===== src/rtl/sub4bit_serial.sv =====
// Bit-serial subtractor: D = A - B - Bin, one bit per clock, LSB first.
// A start/busy/done handshake launches one operation at a time; the
// difference, borrow-out and zero flag are held until the next result.
module sub4bit_serial #(
  parameter int WIDTH = 4
) (
  input  logic             clk,
  input  logic             reset,
  input  logic             start,
  input  logic [WIDTH-1:0] A,
  input  logic [WIDTH-1:0] B,
  input  logic             Bin,
  output logic             busy,
  output logic             done,
  output logic [WIDTH-1:0] D,
  output logic             Bout,
  output logic             Z
);

  // Counter wide enough to index every bit; at least one bit for WIDTH=1.
  localparam int CW = (WIDTH > 1) ? $clog2(WIDTH) : 1;
  localparam logic [CW-1:0] LAST_BIT = CW'(WIDTH - 1);

  typedef enum logic [1:0] {
    IDLE = 2'd0,
    RUN  = 2'd1,
    DONE = 2'd2
  } state_t;

  state_t           state_reg, state_next;
  logic [WIDTH-1:0] a_reg, a_next;
  logic [WIDTH-1:0] b_reg, b_next;
  logic [WIDTH-1:0] res_reg, res_next;
  logic             bw_reg, bw_next;
  logic [CW-1:0]    cnt_reg, cnt_next;
  logic [WIDTH-1:0] d_reg, d_next;
  logic             bout_reg, bout_next;
  logic             z_reg, z_next;

  // One-bit full-subtractor cell operating on the current LSBs.
  logic d_bit;
  logic bw_bit;
  assign d_bit  = a_reg[0] ^ b_reg[0] ^ bw_reg;
  assign bw_bit = (~a_reg[0] & b_reg[0]) | (~(a_reg[0] ^ b_reg[0]) & bw_reg);

  // Operands shift right to expose the next bit; the result fills from the
  // MSB end so that after WIDTH shifts bit 0 sits at position 0.
  logic [WIDTH-1:0] a_shift;
  logic [WIDTH-1:0] b_shift;
  logic [WIDTH-1:0] res_shift;

  for (genvar gi = 0; gi < WIDTH; gi++) begin : g_shift
    if (gi < WIDTH - 1) begin : g_mid
      assign a_shift[gi]   = a_reg[gi+1];
      assign b_shift[gi]   = b_reg[gi+1];
      assign res_shift[gi] = res_reg[gi+1];
    end else begin : g_top
      assign a_shift[gi]   = 1'b0;
      assign b_shift[gi]   = 1'b0;
      assign res_shift[gi] = d_bit;
    end
  end

  // Next-state, datapath updates and handshake outputs.
  always_comb begin
    state_next = state_reg;
    a_next     = a_reg;
    b_next     = b_reg;
    res_next   = res_reg;
    bw_next    = bw_reg;
    cnt_next   = cnt_reg;
    d_next     = d_reg;
    bout_next  = bout_reg;
    z_next     = z_reg;
    busy       = 1'b0;
    done       = 1'b0;

    case (state_reg)
      IDLE: begin
        if (start) begin
          a_next     = A;
          b_next     = B;
          bw_next    = Bin;
          res_next   = '0;
          cnt_next   = '0;
          state_next = RUN;
        end
      end
      RUN: begin
        busy     = 1'b1;
        a_next   = a_shift;
        b_next   = b_shift;
        bw_next  = bw_bit;
        res_next = res_shift;
        cnt_next = cnt_reg + CW'(1);
        if (cnt_reg == LAST_BIT) begin
          // Final bit: commit the full result together with its flags.
          d_next     = res_shift;
          bout_next  = bw_bit;
          z_next     = (res_shift == '0);
          cnt_next   = '0;
          state_next = DONE;
        end
      end
      DONE: begin
        done       = 1'b1;
        state_next = IDLE;
      end
      default: begin
        state_next = IDLE;
      end
    endcase
  end

  // State and datapath registers; reset discards any operation in flight.
  always_ff @(posedge clk) begin
    if (reset) begin
      state_reg <= IDLE;
      a_reg     <= '0;
      b_reg     <= '0;
      res_reg   <= '0;
      bw_reg    <= 1'b0;
      cnt_reg   <= '0;
      d_reg     <= '0;
      bout_reg  <= 1'b0;
      z_reg     <= 1'b0;
    end else begin
      state_reg <= state_next;
      a_reg     <= a_next;
      b_reg     <= b_next;
      res_reg   <= res_next;
      bw_reg    <= bw_next;
      cnt_reg   <= cnt_next;
      d_reg     <= d_next;
      bout_reg  <= bout_next;
      z_reg     <= z_next;
    end
  end

  assign D    = d_reg;
  assign Bout = bout_reg;
  assign Z    = z_reg;

endmodule

===== config.mk =====
export PLATFORM = sky130hd
export DESIGN_NAME = sub4bit_serial
export DESIGN_NICKNAME = d
export VERILOG_FILES = /design/src/rtl/sub4bit_serial.sv
export SDC_FILE = /design/constraint.sdc
export NUM_CORES = 1
export LEC_CHECK = 0
export CAP_MARGIN = 10
export CORE_UTILIZATION = 53
export DETAILED_ROUTE_END_ITERATION = 6
export PLACE_DENSITY = 0.89
export SYNTH_ARGS = -nofsm -noshare
export SYNTH_HDL_FRONTEND = slang
export SYNTH_SLANG_ARGS = --single-unit

===== constraint.sdc =====
create_clock -name clk -period 4.4 [get_ports clk]
set_clock_uncertainty 0.05 [all_clocks]
set_input_delay 0.44 -clock clk [delete_from_list [all_inputs] [get_ports clk]]
set_output_delay 0.44 -clock clk [all_outputs]
set_load 0.05 [all_outputs]

==> results.json <==
{
  "final.fill_count": 145,
  "relSlewSlack_pct": 43.3,
  "netlist_area_um2": 990,
  "synth_edf_count": 0,
  "cp.arrival_ns": 2.23,
  "final.setup.tns_ns": 0,
  "min_period_ns": 2.72,
  "peakVddDrop_mv": 0.201,
  "drc_errors": 0,
  "worstSetupPathType": "reg2out",
  "avgRoutedWirePerCell_um": 12.4,
  "clock_sinks": 22,
  "ios": 20,
  "outcome": "finished, final reports clean",
  "die_w_um": 45.2,
  "cts_resized": 0,
  "regArea_um2": 440,
  "crit_fanout": 17,
  "clockBufferDepth": 2,
  "row_count": 15,
  "synth_nets": 116,
  "grt_overflow": 0,
  "path_clk_slew_ns": 0.11,
  "fin_crit_sh_pct": 61.8,
  "min_from": "Z",
  "dieArea_um2": 2040,
  "post_cts_buffers": 0,
  "crit_start": "state_reg[0]",
  "worst_pin_slew_ns": 0.847,
  "nNetsFinal": 132,
  "drv_cap": 0,
  "cts_made_buffers": 3,
  "synth_seq_cells": 22,
  "yosys-top-cells-count": "dfxtp_1 (22), nor2_1 (14), nand2_1 (10), a22oi_1 (7), mux2i_1 (6)",
  "grt_max_degree": 23,
  "grt_pass1_vias": 692,
  "startpoint_type": "flip-flop",
  "vias": 755,
  "holdBufCountCts": 0,
  "maxClockFrequency_mhz": 368,
  "synth-warning-count": 0,
  "hpwlAfterDp_mm": 1.27,
  "synthArstFlopShare_pct": 0,
  "r2r-start": "b_reg[0]",
  "synth_cell_types": 28,
  "multi_input_area_um2": 473,
  "hp-class": "reg2reg",
  "cts_root_buf": "clkbuf_4",
  "synth_top_area_cell": "dfxtp_1",
  "ant_nets": 0,
  "hold_viol": 0,
  "drt-initial-drc-count": 21,
  "grt_use_total_pct": 19.1,
  "synth_area_leaders": "dfxtp_1 (45%), mux2i_1 (6.1%), a22oi_1 (5.3%)",
  "drive_above_1_share_pct": 12.0,
  "rsz0062_at_grt": "false",
  "chipHeight_um": 45.2,
  "area_delta_synth_final_pct": 19.8,
  "p_per_area_nw_per_um2": 322,
  "ys_seq_area_share_pct": 44.5,
  "antenna_found_initial": 0,
  "yosysMostFrequentCell": "dfxtp_1",
  "crit_required_ns": 3.91,
  "h-tree-depth": 1,
  "ys.flop_type": "dfxtp_1",
  "syn_area_per_cell_um2": 9.70,
  "holdWs_ns": 0.411,
  "endpoint_kind": "output port",
  "synthCells": 102,
  "grt_first_pass_wirelength_mm": 2.84,
  "routed_wirelength_mm": 1.77,
  "synthDominantCellAreaShare_pct": 44.5,
  "cts_tree": "yes",
  "coreArea_um2": 1750,
  "routabilityCongestion": 0.733,
  "power.leakage_nw": 0.433,
  "initial_utilization_pct": 56.7,
  "io_buffers": 19,
  "drt-pass1-iter-count": 4,
  "worstSkewPairLatency_ns": 0.30,
  "slew_viol_final": 0,
  "diodes": 0,
  "setup_viol_count_final": 0,
  "viasPerCell": 5.32
}
[path summary, 6_finish.rpt]
path / end / slack, ns / cells after the start
worst min register to register: Z / 0.41 / 2
worst max register to register: Z / 2.79 / 5
worst min-delay path: Z / 0.41 / 2
worst max-delay path: busy / 1.68 / 2
[logic make-up (layout without fill, tap and decap cells)]
group / after synthesis / in the layout / synth area share, %
flip-flops: 22 / 22 / 44.5
AND/OR/NAND/NOR: 40 / 40 / 21.7
buffers and inverters: 12 / 27 / 7.71
adder cells (fa/ha/maj): 2 / 2 / 3.29
AO/OA/AOI/OAI: 20 / 20 / 16.7
multiplexers: 6 / 6 / 6.07
[report_power, final]
group | switching [mW] | total [mW] | internal (mW)
Combinational | 0.0278 | 0.0570 | 0.0292
Sequential | 0.00939 | 0.218 | 0.209
Clock | 0.0567 | 0.107 | 0.0504
Total | 0.0939 | 0.382 | 0.288
[layout by cell type (no fill, tap or decap)]
cell / count
inv_1: 4
nor4b_1: 2
o21ba_4: 1
a211oi_2: 3
mux2i_1: 6
nand2_1: 10
nor2b_1: 1
a22oi_1: 7
nor2_2: 3
a21oi_1: 5
fa_1: 1
dfxtp_1: 22
nor4_2: 2
o21bai_2: 1
nand3b_1: 1
and2b_1: 1
nor3_1: 1
clkbuf_4: 3
nor2_1: 14
a211oi_1: 3
nor3b_1: 3
ha_1: 1
and3b_1: 1
nor4_1: 1
clkdlybuf4s50_1: 19
clkbuf_8: 1
[critical path: stages, from the launching register on]
cell	delay, ns
dfxtp_1	0.76
and2b_1	0.33
clkdlybuf4s50_1	0.84
[through the flow]
step | std cells | instance area (µm²) | worst slack (ns) | utilization [%] | power, mW
floorplan | 102 | 990 | 2.65 | - | 0.263
global placement | 138 | 1150 | 2.05 | 65.9 | 0.277
detailed placement | 138 | 1150 | 2.03 | 65.9 | 0.280
CTS | 142 | 1190 | 1.68 | 68.0 | 0.384
global route | 142 | 1190 | 1.54 | 68.0 | 0.401
finish | 142 | 1190 | 1.68 | 68.0 | 0.382
[metal layers]
layer  wire length [µm]  part of all wire (%)  track usage [%]  up-vias
met2                833                    47             29.6       16
met1                844                    48             25.4      353
met3                 76                   4.3             4.40        2
met4                 12                  0.68             7.88        0
met5                  0                     0                0        -
li1                   -                     -                -      384
[area by class of cell]
cell class / count / share of cell area (%)
inverter: 4 / 1.27
timing repair buffer: 19 / 16.0
sequential: 22 / 37.1
tap: 25 / 2.64
multi-input combinational: 68 / 39.9
clock buffer: 4 / 3.06
Note: power is estimated with default switching activity, not from simulation.
